--- config.mk ---
export PLATFORM = sky130hd
export DESIGN_NAME = pipe_add
export DESIGN_NICKNAME = d
export VERILOG_FILES = /design/src/rtl/cpu_alu_pkg.sv /design/src/rtl/add_chunk.sv /design/src/rtl/pipe_add.sv
export SDC_FILE = /design/constraint.sdc
export NUM_CORES = 1
export LEC_CHECK = 0
export BUFFER_PORTS_ARGS = -buffer_cell sky130_fd_sc_hd__buf_2
export CAP_MARGIN = 20
export CORE_MARGIN = 3
export CORE_UTILIZATION = 55
export DETAILED_ROUTE_END_ITERATION = 12
export PLACE_DENSITY_LB_ADDON = 0.1
export SKIP_CTS_REPAIR_TIMING = 1
export SLEW_MARGIN = 20
export SYNTH_ARGS = -nofsm -noshare
export SYNTH_HDL_FRONTEND = slang
export SYNTH_SLANG_ARGS = --single-unit
--- constraint.sdc ---
create_clock -name clock -period 4.1 [get_ports clock]
set_clock_uncertainty 0.1 [all_clocks]
set_input_delay 0.205 -clock clock [delete_from_list [all_inputs] [get_ports clock]]
set_output_delay 0.205 -clock clock [all_outputs]
set_load 0.01 [all_outputs]
--- src/rtl/cpu_alu_pkg.sv ---
`default_nettype none
// +----------------------------------------------------------------------+
// | Package     : cpu_alu_pkg                                            |
// | Description : Shared ALU constants: default datapath width and the   |
// |               add/subtract mode encodings.                           |
// | Revision    : 1.0                                                    |
// +----------------------------------------------------------------------+
package cpu_alu_pkg;

    // Default operand/result width for ALU datapaths
    localparam int ALU_WIDTH = 32;

    // Mode encodings driven onto the 'sub' select
    localparam logic ADD = 1'b0;
    localparam logic SUB = 1'b1;

endpackage : cpu_alu_pkg
`default_nettype wire

--- src/rtl/add_chunk.sv ---
`default_nettype none
// +----------------------------------------------------------------------+
// | Module      : add_chunk                                              |
// | Description : Combinational CW-bit adder slice. Reports carry-out    |
// |               and the carry into its MSB, so the last slice of a     |
// |               chain can derive signed overflow.                      |
// | Revision    : 1.0                                                    |
// +----------------------------------------------------------------------+
module add_chunk #(
    parameter int CW = 16
) (
    input  logic [CW-1:0] a,
    input  logic [CW-1:0] b,
    input  logic          cin,
    output logic [CW-1:0] sum,
    output logic          cout,
    output logic          cmsb
);

    logic [CW:0] w_full;

    // One extra bit captures the carry out of the slice
    assign w_full = {1'b0, a} + {1'b0, b} + {{CW{1'b0}}, cin};
    assign sum    = w_full[CW-1:0];
    assign cout   = w_full[CW];
    // Carry into the MSB is recovered from the MSB sum bit: s = a ^ b ^ c
    assign cmsb   = a[CW-1] ^ b[CW-1] ^ w_full[CW-1];

endmodule : add_chunk
`default_nettype wire

--- src/rtl/pipe_add.sv ---
`default_nettype none
// +----------------------------------------------------------------------+
// | Module      : pipe_add                                               |
// | Description : Carry-pipelined adder/subtractor. Stage k adds chunk k |
// |               of the operands with the carry registered by stage k-1;|
// |               one global advance signal stalls the whole pipe.       |
// | Revision    : 1.0                                                    |
// +----------------------------------------------------------------------+
module pipe_add
    import cpu_alu_pkg::*;
#(
    parameter int WIDTH  = ALU_WIDTH,
    parameter int STAGES = 2
) (
    input  logic             clock,
    input  logic             resetn,
    input  logic             in_valid,
    output logic             in_ready,
    input  logic [WIDTH-1:0] a,
    input  logic [WIDTH-1:0] b,
    input  logic             cin,
    input  logic             sub,
    output logic             out_valid,
    input  logic             out_ready,
    output logic [WIDTH-1:0] sum,
    output logic             cout,
    output logic             ovf,
    output logic             zero
);

    // WIDTH must be a multiple of STAGES; each stage owns one chunk
    localparam int CW = WIDTH / STAGES;

    logic w_adv;
    logic w_unused;

    // Stage-boundary views: index k feeds stage k, index STAGES is the output register
    logic             w_v [STAGES+1];
    logic [WIDTH-1:0] w_a [STAGES+1];
    logic [WIDTH-1:0] w_b [STAGES+1];
    logic [WIDTH-1:0] w_s [STAGES+1];
    logic             w_c [STAGES+1];

    // The pipe moves only when the output slot is empty or being drained
    assign w_adv    = !w_v[STAGES] || out_ready;
    assign in_ready = w_adv;

    // Subtraction folds into addition: invert b and the carry-in
    assign w_v[0] = in_valid;
    assign w_a[0] = a;
    assign w_b[0] = (sub == ADD) ? b : ~b;
    assign w_s[0] = '0;
    assign w_c[0] = cin ^ (sub == SUB);

    assign out_valid = w_v[STAGES];
    assign sum       = w_s[STAGES];
    assign cout      = w_c[STAGES];

    // Operands are fully consumed by the last stage
    assign w_unused = ^{w_a[STAGES], w_b[STAGES]};

    genvar k;
    generate
        for (k = 0; k < STAGES; k++) begin : g_stage
            logic [CW-1:0]    w_chunk;
            logic             w_co;
            logic             w_cm;
            logic [WIDTH-1:0] w_nsum;
            logic             r_v;
            logic [WIDTH-1:0] r_a;
            logic [WIDTH-1:0] r_b;
            logic [WIDTH-1:0] r_s;
            logic             r_c;

            add_chunk #(
                .CW (CW)
            ) u_add (
                .a    (w_a[k][k*CW +: CW]),
                .b    (w_b[k][k*CW +: CW]),
                .cin  (w_c[k]),
                .sum  (w_chunk),
                .cout (w_co),
                .cmsb (w_cm)
            );

            // Merge this stage's chunk into the partial sum travelling alongside
            always_comb begin
                w_nsum                = w_s[k];
                w_nsum[k*CW +: CW]    = w_chunk;
            end

            // Stage register: cleared by reset, loaded on global advance, else held
            always_ff @(posedge clock) begin
                if (!resetn) begin
                    r_v <= 1'b0;
                    r_a <= '0;
                    r_b <= '0;
                    r_s <= '0;
                    r_c <= 1'b0;
                end else if (w_adv) begin
                    r_v <= w_v[k];
                    r_a <= w_a[k];
                    r_b <= w_b[k];
                    r_s <= w_nsum;
                    r_c <= w_co;
                end
            end

            assign w_v[k+1] = r_v;
            assign w_a[k+1] = r_a;
            assign w_b[k+1] = r_b;
            assign w_s[k+1] = r_s;
            assign w_c[k+1] = r_c;

            if (k == STAGES - 1) begin : g_last
                logic r_ovf;
                logic r_zero;

                // Flags are registered with the final chunk so they align with sum
                always_ff @(posedge clock) begin
                    if (!resetn) begin
                        r_ovf  <= 1'b0;
                        r_zero <= 1'b0;
                    end else if (w_adv) begin
                        r_ovf  <= w_co ^ w_cm;
                        r_zero <= (w_nsum == '0);
                    end
                end

                assign ovf  = r_ovf;
                assign zero = r_zero;
            end
        end
    endgenerate

endmodule : pipe_add
`default_nettype wire

## Word-level counts from Yosys, hierarchy flattened

Cells that the tools add are included.

- Register bits after elaboration: 118
- Bits of input ports: 70
- Output and inout port bits: 37
- Word-level logic and storage cells: 23

- Add/subtract/negate cells: 4
- Multiplexer cells: 1
- Bitwise operators: 5
- Reduce and logical (&&, ||, !) cells: 3

Operators with widths:

| cell | count |
|---|---|
| adder 16 x 16 -> 17 bit | 2 |
| adder 17 x 1 -> 17 bit | 2 |
| zero test 32 bit | 1 |
| two-way mux 32 bit | 1 |
| inverter 32 bit | 1 |
| XOR 1 bit | 4 |
| zero test 1 bit | 1 |
| logical OR 1 bit | 1 |

## Depth between registers and ports, before layout

- Depth after elaboration: 4
- Gate-level depth with buffers: 13
- Depth with buffers taken out: 11

## Modules after synthesis

Synthesis repeated with hierarchy kept, for this count alone.

- Cell total of the unflattened synthesis: 597
- Area total of the unflattened synthesis: 5,172.5 µm²

By module, submodules not included:

| module | times used | cells an instance | area an instance (µm²) | seq. area each (µm²) |
|---|---|---|---|---|
| pipe_add | 1 | 404 | 3,589.7 | 1,721.7 |
| add_chunk (g_stage[0].u_add) | 1 | 101 | 859.6 | 0.0 |
| add_chunk (g_stage[1].u_add) | 1 | 92 | 723.2 | 0.0 |

## Worst setup path before layout

No wires, ideal clock.

- Kind: input -> register
- Start: in sub
- End: reg g_stage[0].r_c
- Library setup time: 133 ps
- Data arrival time: 3,468 ps
- Data required time: 3,867 ps
- Path slack: 399 ps
- Cell stages on the path: 13
- Path buffers: 2
- Cells stage by stage: clkbuf_1 -> clkbuf_1 -> xor2_1 -> fa_1 -> fa_1 -> a21o_1 -> a21o_1 -> a21oi_1 -> o21ai_0 -> a41oi_1 -> o2111ai_1 -> a2111oi_0 -> nor3_1

- Cells in the longest elaborated chain, start to end: 3
- Elaborated cells on any way between the ends: 4
- Those cells by class: 2 x add/sub; 1 x mux; 1 x bitwise

RTL lines:

| element | line | RTL |
|---|---|---|
| start: declaration | pipe_add.sv:22 | `input logic sub,` |
| two-way mux 32 bit | pipe_add.sv:51 | `assign w_b[0] = (sub == ADD) ? b : ~b;` |
| adder 16 x 16 -> 17 bit | add_chunk.sv:23 | `assign w_full = {1'b0, a} + {1'b0, b} + {{CW{1'b0}}, cin};` |
| adder 17 x 1 -> 17 bit * | add_chunk.sv:23 |  |
| end signal: assignment | pipe_add.sv:105 | `r_c <= w_co;` |
| end: declaration | pipe_add.sv:73 | `logic r_c;` |

Mark *: on every way between the ends. The rest lies on a longest branch, timed or not.
A chain may end at the register's enable or synchronous reset.

## Worst setup path after layout

- Start: reg g_stage[0].r_a[16]
- End: reg g_stage[1].g_last.r_zero (netlist: zero)

- Cells in the longest elaborated chain, start to end: 3

RTL lines:

| element | line | RTL |
|---|---|---|
| start: declaration | pipe_add.sv:70 | `logic [WIDTH-1:0] r_a;` |
| start signal: assignment | pipe_add.sv:102 | `r_a <= w_a[k];` |
| adder 16 x 16 -> 17 bit | add_chunk.sv:23 |  |
| adder 17 x 1 -> 17 bit | add_chunk.sv:23 |  |
| net g_stage[1].u_add.sum[1] | add_chunk.sv:15 | `output logic [CW-1:0] sum,` |
| zero test 32 bit | pipe_add.sv:126 | `r_zero <= (w_nsum == '0);` |
| end signal: assignment | pipe_add.sv:126 |  |
| end: declaration | pipe_add.sv:117 | `logic r_zero;` |

The timed path passes the listed nets, and every way through them passes these cells.

==> results.yml <==
run_status:
  status: "complete, but fails checks"
  violations: "hold timing"
clock_tree:
  htreeDepth: 3
  clock_sinks: 86
  tritoncts: "built"
  insertion_delay_ns: 0.36
  cts_root_buffer: "clkbuf_8"
  cts_buffer_depth: 2
  clk_transition_reported_paths_ns: 0.09
  cts_made_buffers: 9
setup_path:
  cp_top_family: "simple AND/OR/NAND/NOR gates"
  required_ns: 4.28
  crit_slowest_cell: "fa_1"
  worstPathMaxFanout: 3
  path_cells: "fa_1 -> fa_1 -> nor4b_1 -> and4_1 -> nand4_1 -> nor4_1 -> nand4b_1 -> or4b_1 -> or3b_1 -> o31ai_2"
  crit_type: "reg2reg"
  crit_arrival_ns: 3.67
  cp_slowest_stage_delay_ns: 0.49
  worst_setup_path_start_kind: "flop"
  cp_common_cell: "fa_1"
  cp-end-kind: "flop"
  path_buf_inv: 0
synth:
  synth_ff_type: "dfxtp_1"
  synth_top_cell_area_share: 0.3534
  seq_area_frac_synth: 0.3534
  synthesis.area_um2: 4872
  synth_edf_count: 0
  syn_area_per_cell_um2: 8.459
  async_flop_share: 0
  yosysUniqueCellTypes: 53
  synth_fp_nets: 680
  synth_compound_gate_area_share: 0.2247
  synth_seq_cells: 86
  synthXorXnorAreaFrac: 0.1097
  synthAdderAreaFrac: 0.09348
  ys_warn_count: 0
  synth.area.top_cells: "dfxtp_1 35%, nand2_1 11%, ha_1 7.7%"
  synth_top_family_by_area: "compound AO/OA/AOI/OAI gates"
  synthMuxAreaShare: 0
  syn_inst: 576
  synth_area_leader_cell: "dfxtp_1"
  yosys.area_share.simple: 0.1893
drt:
  drt_iter0_drc: 178
  antenna_left: 0
  route.detailed.drc: 0
  drt_first_pass_iters: 4
  vias_per_cell: 5.516
  via_count: 4275
  routed_wl_um: 11520
  wl_per_cell_um: 14.86
global_routing:
  grt_pass1_wl_um: 18770
  antenna_found_initial: 0
  overflow: 0
  grt_max_degree: 103
  grt_usage: 0.2304
  grt_pass1_vias: 3955
timing:
  setup_viol: 0
  setup_slack_ns: 0.6154
  rsz0062_at_grt: "no"
  min_period_ns: 3.485
  tightest_slew_ns: 0.9698
  worst_hold_slack_ns: -0.01346
  tns_ns: 0
  finalHoldViolCount: 10
  max_slew_margin: 0.3534
  drv_slew: 0
  finalCritPeriodShare: 0.8499
  max_freq_mhz: 287.0
floorplanning:
  dieArea_um2: 10020
  pin_count: 107
  die_x_um: 100.1
  core-area_um2: 8423
  rows: 33
  die_h_um: 100.1
  initial_core_util: 0.5784
layout:
  area_delta_synth_final_pct: 16.28
  instances_no_fill: 775
  drive_gt1_frac: 0.2045
  n_fill_cell: 762
  multiInputGateArea_um2: 3014
  layout_commonest_cell: "nand2_1"
  nets: 769
  final_cell_mix: "140 x nand2_1, 106 x buf_2, 86 x dfxtp_1, 47 x a21boi_0, 34 x xnor2_1"
  seq_area_um2: 1722
  antenna_cells: 0
power_and_ir_drop:
  p_switching_w: 0.0007303
  combPwrFrac: 0.276
  power.density_nw_per_um2: 394.3
  power.share.clock: 0.277
  p_int_w: 0.001504
  ir_worst_vdd_mv: 0.2120
  p_seq_frac: 0.447
  swShare: 0.3269
  p_leak_nw: 2.690
job:
  maxCapViolCount: 0
placed_design:
  dpl.cell_count: 757
  hpwlAfterDp_um: 8354
  gp_congestion: 0.9413
  io_buffers: 106
  place_worst_setup_slack_ns: 0.5065
worst_hold_path:
  worst_hold_path_type: "in2reg"
## tightest hold or removal path, cell delays in order
cell	delay (ns)
buf_2	0.09
nand2_1	0.04
a21boi_0	0.06
## logic make-up (layout without fill, tap and decap cells)
family / count (synthesis) / count (layout)
AO/OA/AOI/OAI: 150 / 150
XOR/XNOR: 61 / 61
adder cells (fa/ha/maj): 34 / 34
buffers and inverters: 38 / 132
flip-flops: 86 / 86
AND/OR/NAND/NOR: 207 / 207
## Yosys cell counts, types with 3 or more instances
master    count
a211o_1       3
nor2b_1       3
nand4_1       4
a21boi_0     47
xor2_1       27
o21ai_0      20
nor2_1       11
o21a_1        5
and2_1       10
inv_1         3
dfxtp_1      86
clkbuf_1     31
nand3_1       7
ha_1         30
a21oi_1      22
a21o_1        8
xnor2_1      34
nand2_1     140
o21bai_1      3
nor3_1       12
nor4_1        5
o211a_1      20
fa_1          4
## stage by stage
stage,hold slack [ns],power (W),instance area [um2],util
floorplan,0.2524,0.001433,4872,-
global placement,0.3467,0.001609,5443,0.6462
detailed placement,0.3560,0.001626,5443,0.6462
CTS,-0.02197,0.002244,5645,0.6702
global route,0.001110,0.002363,5665,0.6726
finish,-0.01346,0.002234,5665,0.6726
## power groups by stage
stage / combinational, W / sequential [W] / clock, W
2_1_floorplan: 0.000413 / 0.00102 / 0
3_3_place_gp: 0.000595 / 0.00101 / 0
3_5_place_dp: 0.000610 / 0.00102 / 0
4_1_cts: 0.000615 / 0.000998 / 0.000631
5_1_grt: 0.000693 / 0.00101 / 0.000660
6_report: 0.000617 / 0.000998 / 0.000620
## path summary, 6_finish.rpt
check	startpoint	slack, ns	end	depth (start not counted)
max reg2reg	g_stage[0].r_a[16]	0.62	zero	10
min	a[26]	-0.01	g_stage[0].r_a[26]	3
min reg2reg	sum[11]	0.36	sum[11]	2
max	g_stage[0].r_a[16]	0.62	zero	10
## final cells by class
class,count,area share
tap,105,0.02319
clock inverter,7,0.01391
inverter,4,0.002650
sequential,86,0.3039
timing repair buffer,112,0.1025
multi-input combinational,452,0.5320
clock buffer,9,0.02186
## sequential cells by signal (all words and copies together), names as in the netlist
register and cells:
sum 32, g_stage.r_a 16, g_stage.r_b 16, g_stage.r_s 16, cout 1, g_stage.r_c 1
g_stage.r_v 1, out_valid 1, ovf 1, zero 1
## metal layers
layer	wire length, um	part of all wire	GRT usage	vias up
met4	177	0.015	0.07979	0
met3	719	0.062	0.04100	13
met2	5010	0.44	0.3415	136
met1	5608	0.49	0.3365	1955
met5	0	0	0	-
li1	-	-	-	2171
No activity file was read; power rests on OpenSTA's default activity.
